### config.mk
export PLATFORM = sky130hd
export DESIGN_NAME = mc_ctrl_hs
export DESIGN_NICKNAME = d
export VERILOG_FILES = /design/src/rtl/mips_pkg.sv /design/src/rtl/mc_ctrl_hs_alu_dec.sv /design/src/rtl/mc_ctrl_hs.sv
export SDC_FILE = /design/constraint.sdc
export NUM_CORES = 1
export LEC_CHECK = 0
export ABC_CLOCK_PERIOD_IN_PS = 2900
export CORE_UTILIZATION = 46
export CTS_CLUSTER_SIZE = 14
export DETAILED_ROUTE_END_ITERATION = 10
export PLACE_DENSITY_LB_ADDON = 0.2
export RECOVER_POWER = 50
export SYNTH_ARGS = -nofsm -noshare
export SYNTH_HDL_FRONTEND = slang
export SYNTH_HIERARCHICAL = 1
export SYNTH_SLANG_ARGS = --single-unit
### constraint.sdc
create_clock -name clk -period 2.9 [get_ports clk]
set_input_delay 0.58 -clock clk [delete_from_list [all_inputs] [get_ports clk]]
set_output_delay 0.58 -clock clk [all_outputs]
set_load 0.03 [all_outputs]
### src/rtl/mips_pkg.sv
// Shared MIPS multicycle constants: opcodes, functs, ALU operation codes and controller state codes.
// Pure declarations; no timing or flow-control behaviour of its own.
package mips_pkg;

    localparam int ALU_OP_W = 4;

    typedef enum logic [3:0] {
        ST_IF     = 4'd0,
        ST_ID     = 4'd1,
        ST_EX_R   = 4'd2,
        ST_EX_I   = 4'd3,
        ST_BR     = 4'd4,
        ST_MEM_RD = 4'd5,
        ST_MEM_WR = 4'd6,
        ST_WB_R   = 4'd7,
        ST_WB_I   = 4'd8,
        ST_WB_MEM = 4'd9,
        ST_JR     = 4'd10,
        ST_EXC    = 4'd11
    } state_t;

    localparam logic [5:0] OP_RTYPE = 6'h00;
    localparam logic [5:0] OP_J     = 6'h02;
    localparam logic [5:0] OP_JAL   = 6'h03;
    localparam logic [5:0] OP_BEQ   = 6'h04;
    localparam logic [5:0] OP_BNE   = 6'h05;
    localparam logic [5:0] OP_ADDI  = 6'h08;
    localparam logic [5:0] OP_ADDIU = 6'h09;
    localparam logic [5:0] OP_SLTI  = 6'h0A;
    localparam logic [5:0] OP_SLTIU = 6'h0B;
    localparam logic [5:0] OP_ANDI  = 6'h0C;
    localparam logic [5:0] OP_ORI   = 6'h0D;
    localparam logic [5:0] OP_XORI  = 6'h0E;
    localparam logic [5:0] OP_LUI   = 6'h0F;
    localparam logic [5:0] OP_LW    = 6'h23;
    localparam logic [5:0] OP_SW    = 6'h2B;

    localparam logic [5:0] FN_SLL  = 6'h00;
    localparam logic [5:0] FN_SRL  = 6'h02;
    localparam logic [5:0] FN_SRA  = 6'h03;
    localparam logic [5:0] FN_JR   = 6'h08;
    localparam logic [5:0] FN_JALR = 6'h09;
    localparam logic [5:0] FN_ADDU = 6'h21;
    localparam logic [5:0] FN_SUBU = 6'h23;
    localparam logic [5:0] FN_AND  = 6'h24;
    localparam logic [5:0] FN_OR   = 6'h25;
    localparam logic [5:0] FN_XOR  = 6'h26;
    localparam logic [5:0] FN_NOR  = 6'h27;
    localparam logic [5:0] FN_SLT  = 6'h2A;
    localparam logic [5:0] FN_SLTU = 6'h2B;

    localparam logic [ALU_OP_W-1:0] ALU_ADDU = 4'd0;
    localparam logic [ALU_OP_W-1:0] ALU_SUBU = 4'd1;
    localparam logic [ALU_OP_W-1:0] ALU_AND  = 4'd2;
    localparam logic [ALU_OP_W-1:0] ALU_OR   = 4'd3;
    localparam logic [ALU_OP_W-1:0] ALU_XOR  = 4'd4;
    localparam logic [ALU_OP_W-1:0] ALU_NOR  = 4'd5;
    localparam logic [ALU_OP_W-1:0] ALU_SLT  = 4'd6;
    localparam logic [ALU_OP_W-1:0] ALU_SLTU = 4'd7;
    localparam logic [ALU_OP_W-1:0] ALU_SLL  = 4'd8;
    localparam logic [ALU_OP_W-1:0] ALU_SRL  = 4'd9;
    localparam logic [ALU_OP_W-1:0] ALU_SRA  = 4'd10;
    localparam logic [ALU_OP_W-1:0] ALU_LUI  = 4'd11;

    function automatic logic is_alu_imm(input logic [5:0] op);
        return (op == OP_ADDI)  || (op == OP_ADDIU) || (op == OP_SLTI) ||
               (op == OP_SLTIU) || (op == OP_ANDI)  || (op == OP_ORI)  ||
               (op == OP_XORI)  || (op == OP_LUI);
    endfunction

    // Logical immediates take a zero-extended operand; everything else sign-extends.
    function automatic logic is_logic_imm(input logic [5:0] op);
        return (op == OP_ANDI) || (op == OP_ORI) || (op == OP_XORI);
    endfunction

endpackage

### src/rtl/mc_ctrl_hs_alu_dec.sv
// ALU operation decoder: funct (R path) or opcode (I path) to ALU op code.
// Purely combinational, zero latency; no flow control.
module alu_dec
    import mips_pkg::*;
(
    input  logic                r_path,
    input  logic [5:0]          opcode,
    input  logic [5:0]          funct,
    output logic [ALU_OP_W-1:0] alu_op
);

    always_comb begin
        alu_op = ALU_ADDU;
        if (r_path) begin
            case (funct)
                FN_ADDU: alu_op = ALU_ADDU;
                FN_SUBU: alu_op = ALU_SUBU;
                FN_AND:  alu_op = ALU_AND;
                FN_OR:   alu_op = ALU_OR;
                FN_XOR:  alu_op = ALU_XOR;
                FN_NOR:  alu_op = ALU_NOR;
                FN_SLT:  alu_op = ALU_SLT;
                FN_SLTU: alu_op = ALU_SLTU;
                FN_SLL:  alu_op = ALU_SLL;
                FN_SRL:  alu_op = ALU_SRL;
                FN_SRA:  alu_op = ALU_SRA;
                default: alu_op = ALU_ADDU;
            endcase
        end else begin
            case (opcode)
                OP_LUI:   alu_op = ALU_LUI;
                OP_ANDI:  alu_op = ALU_AND;
                OP_ORI:   alu_op = ALU_OR;
                OP_XORI:  alu_op = ALU_XOR;
                OP_SLTI:  alu_op = ALU_SLT;
                OP_SLTIU: alu_op = ALU_SLTU;
                default:  alu_op = ALU_ADDU;
            endcase
        end
    end

endmodule

### src/rtl/mc_ctrl_hs.sv
// Multicycle MIPS control FSM with memory handshake; 3-5 cycles per instruction plus one per wait cycle.
// mem_ready low holds IF, MEM_RD or MEM_WR with the request asserted; all outputs forced low in reset.
module mc_ctrl_hs
    import mips_pkg::*;
#(
    parameter int ALUOP_W = 4,
    parameter bit EN_EXC  = 1'b1
) (
    input  logic               clk,
    input  logic               rst,
    input  logic [5:0]         opcode,
    input  logic [5:0]         funct,
    input  logic               mem_ready,
    output logic               mem_req,
    output logic [ALUOP_W-1:0] ALUOp,
    output logic               MemRead,
    output logic               MemWrite,
    output logic               IRWrite,
    output logic               RegDst,
    output logic               RegWrite,
    output logic               ALUSrcA,
    output logic               MemtoReg,
    output logic               PCWrite,
    output logic               PCWriteCond,
    output logic               IorD,
    output logic               SignExtend,
    output logic               SavePC,
    output logic [1:0]         ALUSrcB,
    output logic [1:0]         PCSource,
    output logic               exc,
    output logic [3:0]         state
);

    state_t cur, nxt;

    logic [ALU_OP_W-1:0] alu_r;
    logic [ALU_OP_W-1:0] alu_i;
    logic [ALU_OP_W-1:0] alu_sel;

    logic is_r, is_jr_fn, is_lw, is_sw, is_br, is_j, is_imm;

    alu_dec u_alu_dec_r (
        .r_path (1'b1),
        .opcode (opcode),
        .funct  (funct),
        .alu_op (alu_r)
    );

    alu_dec u_alu_dec_i (
        .r_path (1'b0),
        .opcode (opcode),
        .funct  (funct),
        .alu_op (alu_i)
    );

    assign is_r     = (opcode == OP_RTYPE);
    assign is_jr_fn = (funct == FN_JR) || (funct == FN_JALR);
    assign is_lw    = (opcode == OP_LW);
    assign is_sw    = (opcode == OP_SW);
    assign is_br    = (opcode == OP_BEQ) || (opcode == OP_BNE);
    assign is_j     = (opcode == OP_J) || (opcode == OP_JAL);
    assign is_imm   = is_alu_imm(opcode);

    always_ff @(posedge clk or posedge rst) begin
        if (rst) begin
            cur <= ST_IF;
        end else begin
            cur <= nxt;
        end
    end

    assign state = cur;
    assign ALUOp = ALUOP_W'(alu_sel);

    always_comb begin
        nxt         = ST_IF;
        alu_sel     = ALU_ADDU;
        mem_req     = 1'b0;
        MemRead     = 1'b0;
        MemWrite    = 1'b0;
        IRWrite     = 1'b0;
        RegDst      = 1'b0;
        RegWrite    = 1'b0;
        ALUSrcA     = 1'b0;
        MemtoReg    = 1'b0;
        PCWrite     = 1'b0;
        PCWriteCond = 1'b0;
        IorD        = 1'b0;
        SignExtend  = 1'b0;
        SavePC      = 1'b0;
        ALUSrcB     = 2'b00;
        PCSource    = 2'b00;
        exc         = 1'b0;

        // Reset overrides every output while asserted, not only the state register.
        if (!rst) begin
            case (cur)
                ST_IF: begin
                    mem_req = 1'b1;
                    MemRead = 1'b1;
                    alu_sel = ALU_ADDU;
                    ALUSrcB = 2'b01;
                    if (mem_ready) begin
                        IRWrite = 1'b1;
                        PCWrite = 1'b1;
                        nxt     = ST_ID;
                    end else begin
                        nxt = ST_IF;
                    end
                end

                ST_ID: begin
                    alu_sel    = ALU_ADDU;
                    ALUSrcB    = 2'b11;
                    SignExtend = 1'b1;
                    if (is_r) begin
                        nxt = is_jr_fn ? ST_JR : ST_EX_R;
                    end else if (is_lw || is_sw || is_imm) begin
                        nxt = ST_EX_I;
                    end else if (is_br) begin
                        nxt = ST_BR;
                    end else if (is_j) begin
                        PCSource = 2'b10;
                        PCWrite  = 1'b1;
                        nxt      = ST_WB_I;
                    end else begin
                        nxt = EN_EXC ? ST_EXC : ST_EX_I;
                    end
                end

                ST_EX_R: begin
                    ALUSrcA = 1'b1;
                    alu_sel = alu_r;
                    nxt     = ST_WB_R;
                end

                ST_EX_I: begin
                    ALUSrcA    = 1'b1;
                    ALUSrcB    = 2'b10;
                    SignExtend = !is_logic_imm(opcode);
                    alu_sel    = alu_i;
                    if (is_lw) begin
                        nxt = ST_MEM_RD;
                    end else if (is_sw) begin
                        nxt = ST_MEM_WR;
                    end else begin
                        nxt = ST_WB_I;
                    end
                end

                // Zero flag polarity for BEQ versus BNE is applied in the datapath.
                ST_BR: begin
                    ALUSrcA     = 1'b1;
                    ALUSrcB     = 2'b00;
                    alu_sel     = ALU_SUBU;
                    PCSource    = 2'b01;
                    PCWriteCond = 1'b1;
                    nxt         = ST_IF;
                end

                ST_MEM_RD: begin
                    mem_req = 1'b1;
                    MemRead = 1'b1;
                    IorD    = 1'b1;
                    nxt     = mem_ready ? ST_WB_MEM : ST_MEM_RD;
                end

                ST_MEM_WR: begin
                    mem_req  = 1'b1;
                    MemWrite = 1'b1;
                    IorD     = 1'b1;
                    nxt      = mem_ready ? ST_IF : ST_MEM_WR;
                end

                ST_WB_R: begin
                    RegDst   = 1'b1;
                    RegWrite = 1'b1;
                    nxt      = ST_IF;
                end

                ST_WB_MEM: begin
                    RegWrite = 1'b1;
                    MemtoReg = 1'b1;
                    nxt      = ST_IF;
                end

                ST_WB_I: begin
                    RegWrite = (opcode != OP_J);
                    SavePC   = (opcode == OP_JAL);
                    nxt      = ST_IF;
                end

                ST_JR: begin
                    ALUSrcA  = 1'b1;
                    PCSource = 2'b01;
                    PCWrite  = 1'b1;
                    if (funct == FN_JALR) begin
                        RegDst   = 1'b1;
                        RegWrite = 1'b1;
                        SavePC   = 1'b1;
                    end
                    nxt = ST_IF;
                end

                ST_EXC: begin
                    exc      = 1'b1;
                    PCSource = 2'b11;
                    PCWrite  = 1'b1;
                    nxt      = ST_IF;
                end

                default: begin
                    nxt = ST_IF;
                end
            endcase
        end
    end

endmodule

==> summary.txt <==
Die
  • FP Rows: 18
  • I/O pin cnt: 41
  • Area of the core: 0.00248 mm^2
  • Die width: 53.4 um
  • Die height: 53.4 um
  • Starting density of the core: 49.0%
  • DIE AREA: 0.00285 mm^2

STA
  • Worst Skew: 0.00531 ns
  • Final hold vios: 0
  • Slew @ Worst Pin: 0.654 ns
  • FMAX: 0.352 GHz
  • RSZ-0062 raised after global routing: yes
  • Post-layout min period: 2.84 ns
  • Final setup violation count: 0
  • Relative slew slack: 56.4%
  • Tcrit/Tclk final: 98.1%
  • Final setup margin: 0.0556 ns
  • Final-report max-slew violation count: 0

Pwr
  • Reg power frac: 16.6%
  • Overall power: 0.000915 W
  • Design internal power: 0.000416 W
  • Sw Share: 54.6%
  • Clock Power Share: 7.2%
  • Total net switching power: 0.000500 W
  • Peak supply drop: 0.806 mV
  • Leak Pwr: 0.815 nW
  • Gate power share: 76.3%
  • Cell Pwr Density: 470 mW/mm^2

Routing
  • Vias per std cell: 6.11
  • Vias: 1687
  • WL per Instance: 15.9 um
  • Drt initial violations: 72
  • Final ANT Viol Nets: 0
  • Drt first pass iters: 4
  • Final wirelength: 4400 um
  • DRC errors left: 0

Placement
  • Place WS: -0.760 ns
  • Cells after DPL: 267
  • Post-DP HPWL: 3160 um
  • GPL Wtd Cong: 0.905
  • Post-place instance area: 0.00179 mm^2
  • IO buf count: 40

Logic synthesis
  • Synth Flop Type: dfrtp_1
  • Mean Syn Cell Area: 6.94 um^2
  • Sequential fraction of the synthesis area: 8.25%
  • Ys async rst share: 100%
  • Synth unique cells: 53
  • Post-Syn Area: 0.00121 mm^2
  • Post-synth EDFFs: 0
  • YS warnings: 6
  • Syn Inst Count: 175
  • Synthesis-stage register bit count: 4

Layout
  • Layout cell share with drive strength beyond 1: 35.4%
  • Cell area after layout: 0.00195 mm^2
  • Synthesis-to-finish area growth: 60.5%
  • Max FFs per register: 4
  • Non-filler cells, final: 276
  • Final nets: 263
  • Post-Route Utilization: 78.6%
  • Diodes inserted: 0

Clock tree
  • Skew-Pair Late Insertion Delay: 0.23 ns
  • H-tree depth: 1
  • Worst-path clk slew: 0.04 ns
  • CTS tree: yes
  • Num CTS Buffers: 3
  • CTS sink cnt: 4
  • Hold buffer count at CTS: 0
  • CTS Buffer Depth: 2
  • Root Buffer Master: clkbuf_4

Setup path
  • Worst EP required: 2.32 ns
  • Reg2reg setup slack: 0.82 ns
  • R2R cell count: 5
  • Critical path peak fanout: 4
  • Worst R2R Start: state[0]
  • Worst setup SP type: input pin
  • R2R Path End: state[2]
  • CP endpoint kind: primary output
  • Critical path arrival: 2.26 ns
  • Crit path from: funct[0]
  • Setup CP Type: input pin to primary output

Worst hold path
  • Hold WC Path Type: flop to flop
  • Min-delay src: state[3]
  • WHS Endpoint: state[2]
  • Hold Crit Depth: 1

Global route
  • Antenna violations before repair: 0
  • GRT overflow: 0
  • Vias in the first global route: 1407
  • First-pass GRT wire length: 6540 um
  • Largest net degree at the start of global routing: 21
  • Overall Global Routing Usage: 30.7%

Outcome
  • Outcome: finished clean

Run
  • Max-cap violations: 0
cell usage in the layout, fill, tap and decap left out, drive strengths merged, types with 6 or more instances in the layout:
master,synthesis,final
buf,7,53
nand2,14,14
nor4,6,6
o21ai,7,7
clkbuf,5,7
nor3,11,11
nand2b,8,8
clkdlybuf4s50,0,14
a21oi,9,9
nor2,17,17
inv,11,11
cells by family (layout without fill, tap and decap cells):
kind of cell           after synthesis  count (layout)  synth area share [%]
AO/OA/AOI/OAI                       50              50                  30.2
XOR/XNOR                             4               4                  2.89
buffers and inverters               23              92                  9.69
flip-flops                           4               4                  8.25
multiplexers                         6               6                  5.88
other                                2               4                 0.619
AND/OR/NAND/NOR                     86              86                  42.5
worst max path at each step:
stage / to / slack [ns] / cells past startpoint
after floorplan: SavePC / 0.04 / 4
after global placement: ALUOp[0] / -0.70 / 9
after detailed placement: ALUOp[0] / -0.76 / 9
after CTS: SavePC / -0.007 / 7
after global routing: ALUOp[0] / -0.006 / 10
final: ALUOp[0] / 0.06 / 9
final cells by class:
type                    instances  area, um^2
clock buffers                   3        22.5
fillers                       167         529
inverters                      11        41.3
multi-input cells             150        1100
flip-flops and latches          4         101
well taps                      30        37.5
repair buffers                 78         643
repair_timing:
item                       CTS  global route
gates resized for setup     32            18
setup buffers                4             2
setup endpoints to repair    6             7
hold endpoints to repair     0             0
pin swaps                    9             8
metrics by stage:
step	hold slack [ns]	setup TNS, ns
3_3_place_gp	0.833	-1.97
3_5_place_dp	0.851	-2.21
6_report	0.902	0
5_1_grt	0.946	-0.00598
2_1_floorplan	0.590	0
4_1_cts	0.855	-0.00652
cells in the mapped netlist, types with 5 or more instances:
master,n,area (um^2)
nand2b_1,7,43.8
inv_1,11,41.3
nor2_1,17,63.8
nor4_1,5,31.3
a21oi_1,9,45.0
nor3_1,11,55.1
clkbuf_1,5,18.8
o21ai_0,7,35.0
nand2_1,14,52.6
worst max-delay path, stage by stage:
cell and delay (ns):
dlygate4sd2_1 0.27, mux2_4 0.28, a211oi_2 0.18, a211o_1 0.15, o22ai_2 0.09, mux2_4 0.28, a22oi_2 0.15, nor3_2 0.07
buf_4 0.20
layer usage:
layer | GRT usage [%] | vias up | routed length (um)
met2 | 50.6 | 77 | 2190
met4 | 1.75 | 0 | 16
met3 | 1.72 | 6 | 275
met5 | 0 | - | 0
met1 | 44.9 | 799 | 1910
li1 | - | 805 | -
power by group through the flow:
stage | combinational, W | sequential [W] | clock [W]
after floorplan | 0.000424 | 0.000127 | 0
after global placement | 0.000646 | 0.000140 | 0
after detailed placement | 0.000658 | 0.000142 | 0
after CTS | 0.000668 | 0.000143 | 0.0000677
after global routing | 0.000739 | 0.000156 | 0.0000740
final | 0.000698 | 0.000152 | 0.0000655
Power figures use the tool's default switching activity.
